<file path="src/rtl/id_stall_controller_pkg.sv">
// Shared pipeline definitions for the ID-stage interlock: FSM encoding and
// register-index constants.
package id_stall_controller_pkg;

    localparam int REG_IDX_W = 5;
    localparam logic [REG_IDX_W-1:0] X0 = 5'd0;

    typedef enum logic [0:0] {
        ST_RUN      = 1'b0,
        ST_MEM_WAIT = 1'b1
    } state_e;

endpackage

</file>
<file path="src/rtl/hazard_match.sv">
// One producer-versus-ID-operand comparison: high when the qualified producer
// writes a non-x0 register that the ID instruction actually reads.
module hazard_match
    import id_stall_controller_pkg::*;
(
    input  logic [REG_IDX_W-1:0] rd,
    input  logic                 rd_qual,
    input  logic [REG_IDX_W-1:0] rs1,
    input  logic [REG_IDX_W-1:0] rs2,
    input  logic                 uses_rs1,
    input  logic                 uses_rs2,
    output logic                 hit
);

    logic rs1_hit_s;
    logic rs2_hit_s;

    // Compare the producer destination against each operand the ID instruction reads.
    always_comb begin
        rs1_hit_s = uses_rs1 && (rd == rs1);
        rs2_hit_s = uses_rs2 && (rd == rs2);
        hit       = rd_qual && (rd != X0) && (rs1_hit_s || rs2_hit_s);
    end

endmodule

</file>
<file path="src/rtl/id_stall_controller.sv">
// Pipeline interlock: stalls the front end on unresolvable ID hazards, freezes
// the pipeline on data-memory busy, flushes IF_ID on taken branches.
module id_stall_controller
    import id_stall_controller_pkg::*;
#(
    parameter int CNT_WIDTH   = 32,
    parameter int MEM_TIMEOUT = 64
) (
    input  logic                 clk,
    input  logic                 rst,
    input  logic [REG_IDX_W-1:0] ID_rs1,
    input  logic [REG_IDX_W-1:0] ID_rs2,
    input  logic                 ID_uses_rs1,
    input  logic                 ID_uses_rs2,
    input  logic                 ID_is_branch,
    input  logic                 ID_branch_taken,
    input  logic [REG_IDX_W-1:0] ID_EX_rd,
    input  logic                 ID_EX_regwrite,
    input  logic                 ID_EX_memread,
    input  logic [REG_IDX_W-1:0] EX_MEM_rd,
    input  logic                 EX_MEM_regwrite,
    input  logic                 EX_MEM_memread,
    input  logic                 dmem_busy,
    output logic                 PC_write_enable,
    output logic                 IF_ID_write_enable,
    output logic                 IF_ID_flush,
    output logic                 ID_EX_write_enable,
    output logic                 ID_EX_bubble,
    output logic                 EX_MEM_write_enable,
    output logic                 MEM_WB_bubble,
    output logic [CNT_WIDTH-1:0] stall_cycles,
    output logic [CNT_WIDTH-1:0] dmem_wait_cycles,
    output logic                 dmem_timeout
);

    localparam int RL_W = $clog2(MEM_TIMEOUT + 1);
    localparam logic [RL_W-1:0] RL_MAX = RL_W'(MEM_TIMEOUT);

    logic load_use_s;
    logic br_ex_s;
    logic br_mem_s;
    logic hazard_s;

    state_e               state_q, state_d;
    logic [RL_W-1:0]      run_len_q, run_len_d;
    logic [CNT_WIDTH-1:0] stall_cycles_q, stall_cycles_d;
    logic [CNT_WIDTH-1:0] dmem_wait_cycles_q, dmem_wait_cycles_d;
    logic                 dmem_timeout_q, dmem_timeout_d;

    hazard_match u_load_use (
        .rd       (ID_EX_rd),
        .rd_qual  (ID_EX_memread && ID_EX_regwrite),
        .rs1      (ID_rs1),
        .rs2      (ID_rs2),
        .uses_rs1 (ID_uses_rs1),
        .uses_rs2 (ID_uses_rs2),
        .hit      (load_use_s)
    );

    hazard_match u_branch_ex (
        .rd       (ID_EX_rd),
        .rd_qual  (ID_is_branch && ID_EX_regwrite),
        .rs1      (ID_rs1),
        .rs2      (ID_rs2),
        .uses_rs1 (ID_uses_rs1),
        .uses_rs2 (ID_uses_rs2),
        .hit      (br_ex_s)
    );

    hazard_match u_branch_mem (
        .rd       (EX_MEM_rd),
        .rd_qual  (ID_is_branch && EX_MEM_memread && EX_MEM_regwrite),
        .rs1      (ID_rs1),
        .rs2      (ID_rs2),
        .uses_rs1 (ID_uses_rs1),
        .uses_rs2 (ID_uses_rs2),
        .hit      (br_mem_s)
    );

    assign hazard_s = load_use_s || br_ex_s || br_mem_s;

    // Pipeline control: freeze and stall are combinational so they act in the same cycle.
    always_comb begin
        PC_write_enable     = 1'b1;
        IF_ID_write_enable  = 1'b1;
        IF_ID_flush         = 1'b0;
        ID_EX_write_enable  = 1'b1;
        ID_EX_bubble        = 1'b0;
        EX_MEM_write_enable = 1'b1;
        MEM_WB_bubble       = 1'b0;
        if (rst) begin
            PC_write_enable     = 1'b0;
            IF_ID_write_enable  = 1'b0;
            IF_ID_flush         = 1'b1;
            ID_EX_write_enable  = 1'b0;
            ID_EX_bubble        = 1'b1;
            EX_MEM_write_enable = 1'b0;
            MEM_WB_bubble       = 1'b1;
        end else if (dmem_busy) begin
            PC_write_enable     = 1'b0;
            IF_ID_write_enable  = 1'b0;
            ID_EX_write_enable  = 1'b0;
            EX_MEM_write_enable = 1'b0;
            MEM_WB_bubble       = 1'b1;
        end else if (hazard_s) begin
            // Branch operands are stale here, so a taken indication must not flush.
            PC_write_enable    = 1'b0;
            IF_ID_write_enable = 1'b0;
            ID_EX_bubble       = 1'b1;
        end else if (ID_branch_taken) begin
            IF_ID_flush = 1'b1;
        end else begin
            IF_ID_flush = 1'b0;
        end
    end

    // Next-state for the wait FSM, busy run length, counters and sticky timeout.
    always_comb begin
        state_d            = state_q;
        run_len_d          = run_len_q;
        stall_cycles_d     = stall_cycles_q;
        dmem_wait_cycles_d = dmem_wait_cycles_q;
        dmem_timeout_d     = dmem_timeout_q;

        case (state_q)
            ST_RUN:      state_d = dmem_busy ? ST_MEM_WAIT : ST_RUN;
            ST_MEM_WAIT: state_d = dmem_busy ? ST_MEM_WAIT : ST_RUN;
            default:     state_d = ST_RUN;
        endcase

        // A busy cycle seen from RUN starts a new run; MEM_WAIT extends it.
        if (!dmem_busy) begin
            run_len_d = '0;
        end else if (state_q == ST_RUN) begin
            run_len_d = RL_W'(1);
        end else if (run_len_q != RL_MAX) begin
            run_len_d = run_len_q + RL_W'(1);
        end else begin
            run_len_d = run_len_q;
        end

        if (dmem_busy && (run_len_d == RL_MAX)) begin
            dmem_timeout_d = 1'b1;
        end else begin
            dmem_timeout_d = dmem_timeout_q;
        end

        if (dmem_busy && (dmem_wait_cycles_q != {CNT_WIDTH{1'b1}})) begin
            dmem_wait_cycles_d = dmem_wait_cycles_q + CNT_WIDTH'(1);
        end else begin
            dmem_wait_cycles_d = dmem_wait_cycles_q;
        end

        if (!dmem_busy && hazard_s && (stall_cycles_q != {CNT_WIDTH{1'b1}})) begin
            stall_cycles_d = stall_cycles_q + CNT_WIDTH'(1);
        end else begin
            stall_cycles_d = stall_cycles_q;
        end
    end

    // State registers with synchronous reset.
    always_ff @(posedge clk) begin
        if (rst) begin
            state_q            <= ST_RUN;
            run_len_q          <= '0;
            stall_cycles_q     <= '0;
            dmem_wait_cycles_q <= '0;
            dmem_timeout_q     <= 1'b0;
        end else begin
            state_q            <= state_d;
            run_len_q          <= run_len_d;
            stall_cycles_q     <= stall_cycles_d;
            dmem_wait_cycles_q <= dmem_wait_cycles_d;
            dmem_timeout_q     <= dmem_timeout_d;
        end
    end

    assign stall_cycles     = stall_cycles_q;
    assign dmem_wait_cycles = dmem_wait_cycles_q;
    assign dmem_timeout     = dmem_timeout_q;

endmodule

</file>
<file path="config.mk">
export PLATFORM = sky130hd
export DESIGN_NAME = id_stall_controller
export DESIGN_NICKNAME = d
export VERILOG_FILES = /design/src/rtl/id_stall_controller_pkg.sv /design/src/rtl/hazard_match.sv /design/src/rtl/id_stall_controller.sv
export SDC_FILE = /design/constraint.sdc
export NUM_CORES = 1
export LEC_CHECK = 0
export BUFFER_PORTS_ARGS = -buffer_cell sky130_fd_sc_hd__buf_2
export CORE_UTILIZATION = 51
export CTS_CLUSTER_DIAMETER = 80
export DETAILED_ROUTE_END_ITERATION = 7
export PLACE_DENSITY = 0.78
export SETUP_SLACK_MARGIN = 0.1
export SLEW_MARGIN = 20
export SYNTH_ARGS = -nofsm -noshare
export SYNTH_HDL_FRONTEND = slang
export SYNTH_SLANG_ARGS = --single-unit
</file>
<file path="constraint.sdc">
create_clock -name clk -period 2.63 [get_ports clk]
set_input_delay 0.3945 -clock clk [delete_from_list [all_inputs] [get_ports clk]]
set_output_delay 0.3945 -clock clk [all_outputs]
set_load 0.01 [all_outputs]
</file>
-- Word level (Yosys, flattened, before mapping)
Cells that the tools add are included.
- reductions and logical operators: 25
- eq/ne operators: 8
- add/sub/neg operators: 3
- multiplexer cells: 17
- operators by type and width (operator ; count):
    $add 32x1->32 const B ; 2
    $ne 32x32->1 const B ; 2
    $mux 7 ; 3
    $eq 5x5->1 ; 4
    $logic_and 1x1->1 ; 18
    $mux 1 ; 14
    $reduce_bool 5->1 ; 2
    $add 7x1->7 const B ; 1
    $eq 7x7->1 const B ; 1
    $ne 7x7->1 const B ; 1
    $logic_or 1x1->1 ; 4
    $logic_not 1->1 ; 1
- input port bits: 31
- output and inout port bits: 72
- register bits after elaboration: 73
- logic and storage cells: 58

-- Logic depth before layout (Yosys ltp)
Gate-level depths: netlist (run 1).
- depth in word-level cells: 9
- gate-level depth with buffers: 8
- gate-level depth less buffers: 8

-- Cells and area by module
From an unflattened synthesis (run 1), not the netlist that was laid out.
- cells, all modules: 501
- area, all modules: 4272.8 µm²
- by module, submodules not included (module ; area each (µm²) ; cells an instance ; instances):
    id_stall_controller ; 3871.2 ; 450 ; 1
    hazard_match ; 133.9 ; 17 ; 3

-- Least setup slack after synthesis (run 1)
Ideal clock, no wire load.
- path kind: input to output
- start point: input EX_MEM_rd[0]
- end point: output ID_EX_bubble
- required time: 2236 ps
- stages: 6
- path slack: 340 ps
- data arrival time: 1896 ps
- path buffers: 1
- cell sequence: or4_1 > o2111ai_1 > nor2_1 > a22o_4 > buf_6 > or2_2
- cells in the longest elaborated chain, start to end: 8
- elaborated cells between the ends (all ways): 12
- classes of those cells: eq/ne (2); mux (3); reduce/logical (7)
- ends and longest elaborated chain (what ; RTL line ; source):
    start, declared ; id_stall_controller.sv:20 ; input logic [REG_IDX_W-1:0] EX_MEM_rd,
    $eq 5x5->1 (on tied branches) ; hazard_match.sv:20, hazard_match.sv:21 ;
    $logic_and 1x1->1 (on tied branches) ; hazard_match.sv:20, hazard_match.sv:21 ;
    $logic_or 1x1->1 ; hazard_match.sv:22 ; hit = rd_qual && (rd != X0) && (rs1_hit_s || rs2_hit_s);
    $logic_and 1x1->1 (*) ; hazard_match.sv:22 ;
    $logic_or 1x1->1 (*) ; id_stall_controller.sv:80 ; assign hazard_s = load_use_s || br_ex_s || br_mem_s;
    $mux 1 (*) ; id_stall_controller.sv:105 ; end else if (hazard_s) begin
    $mux 1 (*) ; id_stall_controller.sv:99 ; end else if (dmem_busy) begin
    $mux 1 (*) ; id_stall_controller.sv:91 ; if (rst) begin
    end, declared ; id_stall_controller.sv:28 ; output logic ID_EX_bubble,
Every way passes the cells marked *; elsewhere a longest branch is shown, timed or not.

-- Worst setup path in the final report (run 1)
Ends and elaborated chain as after synthesis.

==> results of run 1 <==
==> cell type report <==
cell class | count | area (um^2)
Multi-Input combinational cell | 355 | 2210
Sequential cell | 73 | 1460
Timing Repair Buffer | 105 | 533
Fill cell | 676 | 2660
Tap cell | 99 | 124
Clock buffer | 9 | 124
Inverter | 11 | 41.3
Clock inverter | 7 | 101
==> per-stage QoR <==
stage                     utilization  worst slack, ns  hold WS [ns]  area [um^2]
after floorplan                     -            0.340         0.493         3820
after global placement          0.603            0.231         0.465         4370
after detailed placement        0.603            0.160         0.475         4370
after CTS                       0.634            0.206         0.487         4600
after global routing            0.634            0.122         0.507         4600
final                           0.634            0.210         0.484         4600
==> worst max path at each step <==
stage,startpoint,to,slack (ns),depth (start not counted)
floorplan,EX_MEM_rd[0],ID_EX_bubble,0.34,6
global placement,EX_MEM_rd[0],ID_EX_bubble,0.23,7
detailed placement,EX_MEM_rd[0],stall_cycles[22],0.16,9
CTS,EX_MEM_rd[0],ID_EX_bubble,0.21,7
global route,EX_MEM_rd[0],ID_EX_bubble,0.12,7
finish,EX_MEM_rd[0],ID_EX_bubble,0.21,7
==> synth_stat cells (all sizes together), types with 4 or more instances <==
| library cell | instances | share of area |
|---|---|---|
| nor2 | 74 | 0.073 |
| dfxtp | 73 | 0.38 |
| xor2 | 44 | 0.10 |
| nand3 | 38 | 0.051 |
| nand4 | 32 | 0.056 |
| xnor2 | 32 | 0.073 |
| nand2 | 27 | 0.029 |
| and3 | 17 | 0.028 |
| a21oi | 13 | 0.017 |
| clkbuf | 12 | 0.012 |
| inv | 11 | 0.011 |
| nor3 | 10 | 0.014 |
| or3 | 10 | 0.018 |
| o21ai | 8 | 0.010 |
| buf | 7 | 0.015 |
| and2 | 6 | 0.0098 |
| and4 | 6 | 0.014 |
| or4 | 5 | 0.0098 |
| ha | 4 | 0.013 |
| nor4 | 4 | 0.0082 |
| o31ai | 4 | 0.0079 |
==> where the power goes <==
part | leakage [uW] | internal, uW | total (uW) | switching [uW]
Clock | 0.000107 | 544 | 999 | 455
Combinational | 0.00121 | 59.8 | 136 | 76.5
Sequential | 0.000589 | 1110 | 1120 | 6.69
Total | 0.00191 | 1710 | 2250 | 538
==> kinds of logic after synthesis <==
group,synth area share
multiplexers,0.00820
flip-flops,0.383
XOR/XNOR,0.174
AND/OR/NAND/NOR,0.328
AO/OA/AOI/OAI,0.0561
buffers and inverters,0.0377
adder cells (fa/ha/maj),0.0131
==> state kept, by name (all words and copies together) (netlist names) <==
| signal | cells |
|---|---|
| dmem_wait_cycles | 32 |
| stall_cycles | 32 |
| run_len_q | 7 |
| dmem_timeout | 1 |
| state_q | 1 |
==> cells in the final DEF (no fill, tap or decap), types with 11 or more instances in the layout <==
cell / n
nand3_1: 37
xnor2_1: 32
nand2_1: 26
nand4_1: 30
a21oi_1: 13
dfxtp_1: 73
inv_1: 11
nor2_1: 73
xor2_1: 44
buf_2: 102
and3_1: 17
==> per-layer routing <==
| metal | wire length [um] | vias to the layer above | global-route usage | part of all wire |
|---|---|---|---|---|
| met5 | 0 | - | 0 | 0 |
| met4 | 76 | 0 | 0.0733 | 0.0085 |
| met3 | 602 | 8 | 0.0550 | 0.067 |
| met2 | 4310 | 104 | 0.402 | 0.48 |
| met1 | 3940 | 1654 | 0.281 | 0.44 |
| li1 | - | 1786 | - | - |
==> tightest hold or removal path: stages (launching register included) <==
cell     delay [ns]
dfxtp_1        0.32
inv_1          0.05
o22ai_1        0.07
==> results.yml, run 1 <==
power_and_ir_drop:
  power_uw: 2250
  leakage_uw: 0.00191
  p_per_area_nw_per_um2: 490
  max-vdd-ir-drop_uv: 388
logic_synthesis:
  yosys_warnings: 0
  ys.flop_type: "dfxtp_1"
  synth_cells: 458
  synth_nets: 493
  synth_edf_count: 0
  synth-async-reset-ratio: 0
  synth_cell_types: 48
  avgSynthCellArea_um2: 8.33
  yosys_register_bits: 73
  ys_seq_area_frac: 0.383
  synth_area_um2: 3820
sta:
  tightest_slew_ns: 0.735
  slew_headroom: 0.503
  finalSetupViolCount: 0
  drv_slew: 0
  fin_setup_tns_ns: 0
  finalHoldViolations: 0
  finClkSkew_ns: 0.0116
  rsz0062_at_grt: "false"
  clock.fmax_mhz: 413
  fin_crit_sh: 0.920
  min_period_ns: 2.42
flow_run:
  max_cap_viol_count: 0
routing:
  via_count: 3552
  routedWlPerCell_um: 13.6
  wl_um: 8940
  drt-initial-drc-count: 157
  first_pass_iters: 7
  ant_nets: 0
  route.detailed.drc: 2
  viasPerCell: 5.39
place:
  place_congestion: 0.956
  dpl.hpwl_um: 6540
  dpl.cell_count: 643
  port-buffer-count: 102
grt:
  antenna_found_initial: 0
  grt_max_degree: 44
  grt_pass1_vias: 3226
  grt_usage: 0.231
  gr-total-overflow: 0
  grt_pass1_wl_um: 14200
clocking:
  cts_setup_buffers: 0
  cts_buffers: 9
  cts_num_sinks: 73
  cts_resized: 0
  clkTransAtPathRegs_ns: 0.08
  clock_latency_ns: 0.34
  cts_root_buffer: "clkbuf_8"
  htreeDepth: 3
  hold_buffers: 0
  cts_tree: "yes"
  cts_max_path_buffers: 2
worst_setup_path:
  critPathMostFrequentCell: "buf_2"
  critPathBufInv: 2
  slowest_stage: "or4_1"
  r2r_setup_slack_ns: 0.35
  r2r_end: "stall_cycles[22]"
  r2r-start: "stall_cycles[3]"
  end_kind: "output port"
  critical_path.cell_chain: "buf_2, or4_1, o2111ai_1, nor2_1, a22o_4, or2_2, buf_2"
  cp.required_ns: 2.24
  r2r_cells: 7
  cpLargestDelayFamily: "simple AND/OR/NAND/NOR gates"
  cp.arrival_ns: 2.03
  cp-start-kind: "primary input"
  cp_slowest_stage_delay_ns: 0.53
  path_max_fanout: 3
  worstSetupPathType: "in -> out"
die:
  ios: 103
  die_h_um: 88.5
  die_x_um: 88.5
  num_rows: 31
  die-area_um2: 7830
  initial_core_util: 0.526
  core_um2: 7250
run_status:
  violations: "DRC"
  status: "finished with violations"
min_path:
  min_to: "dmem_timeout"
  whs_path_depth: 2
  hp-start: "dmem_timeout"
  hp-class: "reg -> reg"
layout:
  drive_above_1_share: 0.239
  layoutNonFillerInstCount: 659
  final_nets: 590
  area.growth.synth_to_final_pct: 20.4
  diodes: 0
No activity file was read; power rests on OpenSTA's default activity.
==> run 2: changes to the inputs <==
- CORE_MARGIN: not set -> 2
==> results.yml, run 2 (synthesis results as in run 1) <==
sta:
  clock.fmax_mhz: 410
  finalHoldViolations: 0
  rsz0062_at_grt: "false"
  finalSetupViolCount: 0
  min_period_ns: 2.44
  finClkSkew_ns: 0.0117
  fin_setup_tns_ns: 0
  slew_headroom: 0.486
  drv_slew: 0
  fin_crit_sh: 0.928
  tightest_slew_ns: 0.760
grt:
  gr-total-overflow: 0
  grt_pass1_wl_um: 15000
  grt_pass1_vias: 3296
  grt_max_degree: 42
  antenna_found_initial: 0
  grt_usage: 0.217
clocking:
  cts_max_path_buffers: 2
  clock_latency_ns: 0.35
  hold_buffers: 0
  clkTransAtPathRegs_ns: 0.08
  cts_buffers: 9
  cts_num_sinks: 73
  cts_resized: 0
  htreeDepth: 3
  cts_setup_buffers: 0
  cts_tree: "yes"
  cts_root_buffer: "clkbuf_8"
routing:
  routedWlPerCell_um: 13.5
  viasPerCell: 5.46
  first_pass_iters: 4
  via_count: 3595
  route.detailed.drc: 0
  drt-initial-drc-count: 125
  ant_nets: 0
  wl_um: 8920
die:
  core_um2: 7250
  num_rows: 31
  initial_core_util: 0.526
  die_x_um: 90.5
  ios: 103
  die-area_um2: 8190
  die_h_um: 90.5
worst_setup_path:
  r2r_end: "stall_cycles[22]"
  cp_slowest_stage_delay_ns: 0.51
  critPathLaunch: "EX_MEM_rd[0]"
  cp.required_ns: 2.24
  critPathMostFrequentCell: "buf_2"
  critical_path.cell_chain: "buf_2, or4_1, o2111ai_1, nor2_1, a22o_4, or2_2, buf_2"
  r2r_setup_slack_ns: 0.43
  worstSetupPathType: "in -> out"
  crit_end: "ID_EX_bubble"
  r2r_cells: 7
  cp-start-kind: "primary input"
  path_max_fanout: 3
  r2r-start: "stall_cycles[3]"
  cp.arrival_ns: 2.04
  end_kind: "output port"
  slowest_stage: "or4_1"
power_and_ir_drop:
  leakage_uw: 0.00189
  p_per_area_nw_per_um2: 456
  max-vdd-ir-drop_uv: 340
min_path:
  hp-class: "reg -> reg"
flow_run:
  max_cap_viol_count: 0
place:
  place_congestion: 0.871
  dpl.hpwl_um: 6590
  dpl.cell_count: 643
  port-buffer-count: 102
layout:
  drive_above_1_share: 0.239
  postLayoutCoreUtil: 0.628
  final_common_cell: "buf_2"
  area.growth.synth_to_final_pct: 19.4
  final_cell_mix: "buf_2 (102), nor2_1 (73), dfxtp_1 (73), xor2_1 (44), nand3_1 (37)"
  diodes: 0
  final_nets: 590
  layoutNonFillerInstCount: 659
run_status:
  status: "finished, final reports clean"
-- run 2: cell count changes in the layout (fill, tap and decap cells not counted), sizes merged --
| cell | previous run | this run |
|---|---|---|
| bufinv | 2 | 0 |
| clkinv | 0 | 2 |
-- run 2: layout make-up --
class                           count  area, um^2
Clock buffer                        9         124
Timing Repair Buffer              105         533
Inverter                           11        41.3
Clock inverter                      7        63.8
Tap cell                           99         124
Multi-Input combinational cell    355        2210
Sequential cell                    73        1460
Fill cell                         649        2700
-- run 2: how the worst min path moves through the flow --
stage | endpoint | cells past startpoint | slack (ns) | start
final | dmem_wait_cycles[5] | 2 | 0.50 | dmem_wait_cycles[5]
after global routing | state_q | 3 | 0.51 | dmem_busy
after CTS | state_q | 3 | 0.48 | dmem_busy
after detailed placement | dmem_timeout | 2 | 0.49 | dmem_timeout
after global placement | dmem_wait_cycles[5] | 2 | 0.47 | dmem_wait_cycles[5]
after floorplan | dmem_timeout | 2 | 0.49 | dmem_timeout
-- run 2: worst max-delay path: cells and delay by family --
family,cells,cell delay (ns)
AOI/OAI and AO/OA,2,0.50
and+or+nand+nor,3,0.88
buffers and inverters,2,0.26
-- run 2: metal layers --
metal / vias to the layer above / GRT usage / share of wire
li1: 1792 / - / -
met1: 1693 / 0.269 / 0.44
met2: 102 / 0.363 / 0.49
met3: 8 / 0.0551 / 0.051
met4: 0 / 0.0769 / 0.012
met5: - / 0 / 0
-- run 2: power by group --
part	leakage (uW)	switching (uW)	internal [uW]	total, uW
Sequential	0.000589	6.95	1110	1120
Combinational	0.00121	76.9	59.8	137
Clock	0.0000899	464	362	826
Total	0.00189	548	1530	2080
-- run 2: per-stage QoR --
stage | setup slack (ns) | hold WS (ns) | power (uW) | cell area [um^2]
6_report | 0.191 | 0.499 | 2080 | 4560
5_1_grt | 0.111 | 0.511 | 2170 | 4560
4_1_cts | 0.186 | 0.483 | 2100 | 4560
3_5_place_dp | 0.187 | 0.490 | 1280 | 4370
3_3_place_gp | 0.189 | 0.466 | 1280 | 4370
2_1_floorplan | 0.340 | 0.493 | 1220 | 3820
